--- src/rtl/cache_miss_handler.sv ---
// Per-request cache controller: tag lookup, per-set tree-PLRU victim choice,
// block fetch from memory, beat-by-beat fill into the victim way, one-cycle response.
module cache_miss_handler #(
    parameter int unsigned NUM_WAYS       = 4,
    parameter int unsigned NUM_SETS       = 64,
    parameter int unsigned ADDRESS_WIDTH  = 32,
    parameter int unsigned BLOCK_SIZE     = 32,
    parameter int unsigned MEM_DATA_WIDTH = 32,
    localparam int unsigned OFF       = $clog2(BLOCK_SIZE),
    localparam int unsigned IDX       = $clog2(NUM_SETS),
    localparam int unsigned TAG_WIDTH = ADDRESS_WIDTH - IDX - OFF,
    localparam int unsigned BEATS     = BLOCK_SIZE * 8 / MEM_DATA_WIDTH,
    localparam int unsigned BEAT_W    = $clog2(BEATS)
) (
    input  logic                      clk,
    input  logic                      reset,
    input  logic                      req_valid,
    output logic                      req_ready,
    input  logic [ADDRESS_WIDTH-1:0]  req_addr,
    output logic [IDX-1:0]            lookup_index,
    output logic [TAG_WIDTH-1:0]      lookup_tag,
    input  logic                      lookup_hit,
    input  logic [NUM_WAYS-1:0]       lookup_hit_way,
    input  logic [NUM_WAYS-1:0]       way_valid,
    output logic                      mem_req_valid,
    input  logic                      mem_req_ready,
    output logic [ADDRESS_WIDTH-1:0]  mem_req_addr,
    input  logic                      mem_rsp_valid,
    input  logic [MEM_DATA_WIDTH-1:0] mem_rsp_data,
    output logic                      fill_we,
    output logic [NUM_WAYS-1:0]       fill_way,
    output logic [IDX-1:0]            fill_index,
    output logic [TAG_WIDTH-1:0]      fill_tag,
    output logic [BEAT_W-1:0]         fill_beat,
    output logic [MEM_DATA_WIDTH-1:0] fill_data,
    output logic                      fill_done,
    output logic                      resp_valid,
    output logic                      resp_hit,
    output logic [NUM_WAYS-1:0]       resp_way
);

    localparam int unsigned WAY_W = $clog2(NUM_WAYS);
    localparam int unsigned BLK_W = ADDRESS_WIDTH - OFF;

    typedef enum logic [2:0] {IDLE, LOOKUP, MEM_REQ, FILL, DONE, RESP} state_t;
    typedef logic [NUM_WAYS-1:1] tree_t;

    state_t              state_q, state_d;
    logic [BLK_W-1:0]    blk_q;
    logic [NUM_WAYS-1:0] way_q;
    logic                hit_q;
    logic [BEAT_W-1:0]   beat_q;
    tree_t               plru_q [NUM_SETS];

    logic [IDX-1:0]       index;
    logic [NUM_WAYS-1:0]  invalid_ways;
    logic [NUM_WAYS-1:0]  first_invalid;
    logic [NUM_WAYS-1:0]  first_hit;
    logic [NUM_WAYS-1:0]  victim;
    logic                 last_beat;
    logic                 unused;

    // Walk from the root; the node number shifted left collects the way index.
    function automatic logic [WAY_W-1:0] plru_victim(input tree_t tree);
        logic [WAY_W-1:0] node;
        node = WAY_W'(1);
        for (int l = 0; l < int'(WAY_W); l++) begin
            node = WAY_W'({node, tree[node]});
        end
        return node;
    endfunction

    function automatic tree_t plru_touch(input tree_t tree, input logic [WAY_W-1:0] way);
        tree_t            t;
        logic [WAY_W-1:0] node;
        logic [WAY_W-1:0] w;
        t    = tree;
        node = WAY_W'(1);
        w    = way;
        for (int l = 0; l < int'(WAY_W); l++) begin
            t[node] = ~w[WAY_W-1];
            node    = WAY_W'({node, w[WAY_W-1]});
            w       = w << 1;
        end
        return t;
    endfunction

    function automatic logic [WAY_W-1:0] onehot_to_idx(input logic [NUM_WAYS-1:0] oh);
        logic [WAY_W-1:0] idx;
        idx = '0;
        for (int i = int'(NUM_WAYS) - 1; i >= 0; i--) begin
            if (oh[i]) idx = WAY_W'(i);
        end
        return idx;
    endfunction

    assign unused = ^req_addr[OFF-1:0];

    assign index         = blk_q[IDX-1:0];
    assign invalid_ways  = ~way_valid;
    assign first_invalid = invalid_ways & (~invalid_ways + NUM_WAYS'(1));
    assign first_hit     = lookup_hit_way & (~lookup_hit_way + NUM_WAYS'(1));
    assign victim        = (|invalid_ways) ? first_invalid
                                           : (NUM_WAYS'(1) << plru_victim(plru_q[index]));
    assign last_beat     = mem_rsp_valid && (beat_q == BEAT_W'(BEATS - 1));

    assign lookup_index = index;
    assign lookup_tag   = blk_q[BLK_W-1 -: TAG_WIDTH];
    assign mem_req_addr = {blk_q, OFF'(0)};
    assign fill_way     = way_q;
    assign fill_index   = index;
    assign fill_tag     = blk_q[BLK_W-1 -: TAG_WIDTH];
    assign fill_beat    = beat_q;
    assign fill_data    = mem_rsp_data;
    assign resp_hit     = hit_q;
    assign resp_way     = way_q;

    always_ff @(posedge clk) begin
        if (reset) state_q <= IDLE;
        else       state_q <= state_d;
    end

    always_comb begin
        state_d       = state_q;
        req_ready     = 1'b0;
        mem_req_valid = 1'b0;
        fill_we       = 1'b0;
        fill_done     = 1'b0;
        resp_valid    = 1'b0;
        case (state_q)
            IDLE: begin
                req_ready = 1'b1;
                if (req_valid) state_d = LOOKUP;
            end
            LOOKUP:  state_d = lookup_hit ? RESP : MEM_REQ;
            MEM_REQ: begin
                mem_req_valid = 1'b1;
                if (mem_req_ready) state_d = FILL;
            end
            FILL: begin
                fill_we = mem_rsp_valid;
                if (last_beat) state_d = DONE;
            end
            DONE: begin
                fill_done = 1'b1;
                state_d   = RESP;
            end
            RESP: begin
                resp_valid = 1'b1;
                state_d    = IDLE;
            end
            default: state_d = IDLE;
        endcase
    end

    // Request, way, beat counter and replacement state.
    always_ff @(posedge clk) begin
        if (reset) begin
            blk_q  <= '0;
            way_q  <= '0;
            hit_q  <= 1'b0;
            beat_q <= '0;
            for (int s = 0; s < int'(NUM_SETS); s++) plru_q[s] <= '0;
        end else begin
            case (state_q)
                IDLE: if (req_valid) blk_q <= req_addr[ADDRESS_WIDTH-1:OFF];
                LOOKUP: begin
                    hit_q <= lookup_hit;
                    way_q <= lookup_hit ? first_hit : victim;
                end
                FILL: if (mem_rsp_valid) beat_q <= last_beat ? '0 : beat_q + BEAT_W'(1);
                RESP: if (|way_q) plru_q[index] <= plru_touch(plru_q[index], onehot_to_idx(way_q));
                default: ;
            endcase
        end
    end

endmodule
--- config.mk ---
export PLATFORM = sky130hd
export DESIGN_NAME = cache_miss_handler
export DESIGN_NICKNAME = d
export VERILOG_FILES = /design/src/rtl/cache_miss_handler.sv
export SDC_FILE = /design/constraint.sdc
export NUM_CORES = 1
export LEC_CHECK = 0
export BUFFER_PORTS_ARGS = -buffer_cell sky130_fd_sc_hd__clkbuf_2
export CORE_MARGIN = 5
export CORE_UTILIZATION = 50
export DETAILED_ROUTE_END_ITERATION = 8
export PLACE_DENSITY_LB_ADDON = 0.25
export RECOVER_POWER = 100
export SYNTH_ARGS = -nofsm -noshare
export SYNTH_HDL_FRONTEND = slang
export SYNTH_SLANG_ARGS = --single-unit
--- constraint.sdc ---
create_clock -name clk -period 3.8 [get_ports clk]
set_clock_uncertainty 0.15 [all_clocks]
set_input_delay 0.76 -clock clk [delete_from_list [all_inputs] [get_ports clk]]
set_output_delay 0.76 -clock clk [all_outputs]
set_load 0.03 [all_outputs]
* Word level (Yosys, flattened, before mapping)
Memories as Yosys holds them, arrays and structs flattened. A register that Yosys moved wholly into a read port is not among the register bits.
Index checks and enable logic that the tools add are counted.
** Storage, ports and cells
- Register bits after elaboration :: 38
- Memory bits (writable) :: 192
- Input bits :: 78
- Output and inout bits :: 135
- Logic and storage cells :: 74
- Memories :: 1
** Operators by class
- Add/subtract/negate cells :: 3
- Order comparisons :: 3
- Equality and inequality tests :: 9
- Shifts and indexed selects :: 1
- Muxes and demuxes :: 36
- Bitwise logic cells :: 7
- Reduce and logical (&&, ||, !) cells :: 9
** Memory list
- plru_q :: words 64, width 3, read ports 1, clocked after memory_dff 1, wr ports 64, RTL line 53 : tree_t plru_q [NUM_SETS];
** Operators with widths (number)
- $mux 3 :: 6
- $mux 6 :: 3
- $mux 1 :: 15
- $pmux 3 s5 :: 1
- $mux 2 :: 7
- $not 4->4 :: 3
- $eq 3x3->1 const B :: 3
- $add 4x1->4 const B :: 2
- $and 4x4->4 :: 2
- $mux 4 :: 2
- $reduce_or 4->1 :: 2
- $eq 3x2->1 const B :: 2
- $lt 2x3->1 const B :: 2
- $ne 2x2->1 const B :: 3
- $reduce_and 2->1 :: 2
- $shl 1x2->4 const A :: 1
- $add 3x1->3 const B :: 1
- $bwmux 3 :: 1
- $eq 3x1->1 const B :: 1
- $logic_not 3->1 :: 1
- $reduce_and 3->1 :: 1
- $reduce_or 3->1 :: 1
- $ge 2x1->1 const B :: 1
- $logic_and 1x1->1 :: 2
- 2 further kinds :: 3

* Logic depth before layout (Yosys ltp)
- Depth after elaboration :: 13
- Gate-level depth with buffers :: 9
- Depth with buffers taken out :: 7

* Worst setup path after synthesis
No wires, ideal clock.
- Path kind :: reg-to-reg
- Start point :: reg (tool-made name)
- End point :: mem plru_q[0][1] (netlist name) (data pin)
- Library setup time :: 0.267 ns
- Arrival time :: 2.427 ns
- Data required time :: 3.383 ns
- Path slack :: 0.956 ns
- Stages on the path, launching flop included :: 9
- Buffers on the path :: 3
- Clock period less this slack :: 2.844 ns
- Cells stage by stage :: dfxtp_1 buf_2 buf_1 mux4_2 a211o_1 o22a_1 a211oi_4 buf_6 nor3_1
** RTL lines (RTL line)
- end: declaration :: 53

==> implementation parameters <==
Parameter                              Value

Final layout
  Post-layout net count    1138
  N_diodes    0
  Area Growth Syn to Fin    7.76%
  Post-route insts no fill    1397
  Fraction of layout cells with a size suffix above 1    0.136

Floorplanning
  Floorplan die height    164 µm
  Number of standard-cell rows in the floorplan    56
  Chip width    164 µm
  Area inside the core boundary    23400 µm²
  Die Outline Area    26900 µm²
  Initial cell density of the core    0.506
  # IOs    213

Setup path
  Worst setup EP type    flip-flop
  Crit Reg-Reg Endpoint    plru_q[31][1]
  Critical path startpoint category    flip-flop
  Critical path start-end classification    flip-flop to flip-flop
  Depth of the most critical reg-to-reg path    8
  Crit-path max FO    32
  Required @ worst endpoint    3.88 ns
  CP arrival    3.53 ns
  Worst reg2reg setup slack    0.36 ns

Placed design
  Detail Placement HPWL    19700 µm
  Weighted congestion reported at the end of routability-driven placement    0.825
  Port bufs    138
  Placed Instances    1349
  Worst setup slack before clock tree synthesis    0.447 ns

Clock network
  Clock latency reported for the late side of the worst-skew pair    0.53 ns
  Deepest clock path buffer count    3
  TritonCTS clock tree    done
  Number of hold buffers added after cts    0
  Cell at the root of the clock tree    sky130_fd_sc_hd__clkbuf_16
  Post CTS Setup Buffer Count    0
  Number of buffers created by CTS    26
  Post-cts repair resize count    0
  Clock-pin slew reported for the worst setup and hold paths after clock tree synthesis    0.06 ns
  H-Tree Depth    1
  Sink Count    236

Yosys
  Fraction of registers with async set/reset    0
  Share of the yosys chip area belonging to registers    0.561
  Leading post-synthesis cells by instance count    sky130_fd_sc_hd__edfxtp_1 (192), sky130_fd_sc_hd__nand2_1 (146), sky130_fd_sc_hd__nor2_1 (135), sky130_fd_sc_hd__buf_4 (96), sky130_fd_sc_hd__nor3_1 (75)
  Netlist area before placement    11800 µm²
  Share of Yosys cell area claimed by the top area cell type    0.487
  Synth unique cells    53
  Top post-synthesis cells by area    sky130_fd_sc_hd__edfxtp_1 (49%), sky130_fd_sc_hd__dfxtp_1 (7.4%), sky130_fd_sc_hd__buf_4 (6.1%)
  Number of flip-flops and latches in the synthesized netlist    236
  Warning count from the yosys run    0
  Most numerous cell in the Yosys netlist    sky130_fd_sc_hd__edfxtp_1
  Synth area leader    sky130_fd_sc_hd__edfxtp_1
  Number of flops mapped to enable cells by yosys    192
  Syn Inst Count    1017
  Syn avg cell area    11.6 µm²
  Ys flop type    sky130_fd_sc_hd__edfxtp_1

Run status
  Failing checks    capacitance limit, slew limit
  Status    complete, but fails checks

Timing
  Highest achievable clock rate    0.290 GHz
  Unrepaired setup endpoints after global routing    false
  Relative slew slack    -0.355
  Setup ws final    0.355 ns
  Hold slack final    0.310 ns
  Max-slew violation total from the final report    104
  Final total negative setup slack    0 ns
  Number of hold violations in the final report    0
  Actual slew at the worst max-slew pin    2.03 ns
  Shortest clock period the worst path allows after layout    3.44 ns
  Fraction of the cycle the final worst path needs    0.907
  Setup-violating endpoint count in the final report    0

Worst hold path
  Hold Crit Depth    3
  Worst Hold Path EP    blk_q[7]
  Start point of the worst min-delay path    req_addr[12]
  Type of the most critical hold path    input pin to flip-flop

Drt
  Drt initial violations    748
  Count of nets left with antenna violations after detail routing    0
  Total routed wirelength    29600 µm
  Number of search-and-repair iterations in the first detailed-routing pass    6
  DR DRC count    0
  Avg Vias per Cell    5.66
  Via count of the routed design    7907
  Average wire per cell in the routed design    21.2 µm

Power and ir drop
  Leak pwr    4.50 nW
  Power density cells    565 nW/µm²
  Internal power summed over all cells    4.79 mW
  Flop pwr share    0.437
  Clock network power share    0.317
  Final total power    7.21 mW
  Worst IR Drop VDD    0.387 mV
  Net switching power    2.42 mW
  Share of power burned in combinational logic    0.246
  Net switching share of the total power    0.336

Global routing
  Maximum number of pins on one net before global-route repair    104
  Global-route wire length before repair    45200 µm
  Overall fraction of global-route tracks in use    0.220
  Number of antenna violations at the first check in global routing    0
  Via count of the first global-routing pass    7815
  Grt total ovfl    0

Job
  Count of maximum capacitance violations    1
[registers in the layout, summed over array words and instances (netlist names), named ones only]
signal,cells
resp_hit,1
fill_beat,3
fill_way,4
state_q,3
plru_q,192
blk_q,27
[power groups by stage]
stage | sequential, mW | clock [mW] | combinational, mW
6_report | 3.15 | 2.29 | 1.77
5_1_grt | 3.18 | 2.44 | 1.88
3_5_place_dp | 3.20 | 0 | 1.83
2_1_floorplan | 3.19 | 0 | 1.48
3_3_place_gp | 3.20 | 0 | 1.82
4_1_cts | 3.15 | 2.32 | 1.84
[worst max-delay path by stage]
stage                     startpoint       endpoint  slack (ns)  cells past startpoint
after floorplan            flip-flop   plru_q[0][1]        0.96                      8
after global placement     flip-flop  plru_q[50][2]        0.43                      7
after detailed placement   flip-flop  plru_q[50][2]        0.45                      7
after CTS                  flip-flop  plru_q[18][2]        0.45                      7
after global routing       flip-flop  plru_q[17][1]        0.23                      8
final                      flip-flop  plru_q[31][1]        0.36                      8
[area by class of cell]
type / count / area (µm²)
Timing Repair Buffer: 169 / 853
Multi-Input combinational cell: 618 / 4060
Clock buffer: 32 / 694
Fill cell: 2071 / 10600
Inverter: 7 / 26.3
Sequential cell: 236 / 6650
Clock inverter: 16 / 77.6
Tap cell: 319 / 399
[critical path, cell delays in order, from the launching register on]
cell                       delay, ns
sky130_fd_sc_hd__dfxtp_2        0.63
sky130_fd_sc_hd__clkbuf_2       0.38
sky130_fd_sc_hd__mux4_1         0.63
sky130_fd_sc_hd__a221o_1        0.30
sky130_fd_sc_hd__a21oi_1        0.11
sky130_fd_sc_hd__o31ai_1        0.21
sky130_fd_sc_hd__a211oi_4       0.38
sky130_fd_sc_hd__buf_12         0.25
sky130_fd_sc_hd__nor3_1         0.08
[metal layers]
metal / track usage / vias up / wire, µm
li1: - / 3609 / -
met1: 0.303 / 3899 / 12000
met4: 0.0599 / 0 / 792
met5: 0 / - / 0
met2: 0.373 / 335 / 14600
met3: 0.0274 / 64 / 2290
[cell usage in the layout (no fill, tap or decap), drive strengths merged, types with 7 or more instances in the layout]
cell type / synthesis / routed
nor2b: 9 / 9
edfxtp: 192 / 192
nor3: 75 / 75
mux4: 52 / 52
mux2i: 9 / 9
nor3b: 10 / 10
nand2: 146 / 146
buf: 121 / 28
clkinv: 0 / 15
a21oi: 38 / 38
nor2: 145 / 145
nand3: 11 / 11
clkbuf: 39 / 173
inv: 7 / 7
nand2b: 72 / 72
dfxtp: 44 / 44
[cells by family (layout without fill, tap and decap cells)]
logic type,after synthesis,count (layout),synth area share
AND/OR/NAND/NOR,485,485,0.190
flip-flops,236,236,0.561
buffers and inverters,167,224,0.0954
multiplexers,63,63,0.115
AO/OA/AOI/OAI,62,62,0.0352
adder cells (fa/ha/maj),2,2,0.00211
other,1,5,0.000317
XOR/XNOR,1,1,0.000740
[metrics by stage]
stage / util / area, µm²
after floorplan: - / 11900
after global placement: 0.519 / 12100
after detailed placement: 0.519 / 12100
after CTS: 0.552 / 12900
after global routing: 0.545 / 12800
final: 0.545 / 12800
No activity file was read; power rests on OpenSTA's default activity.
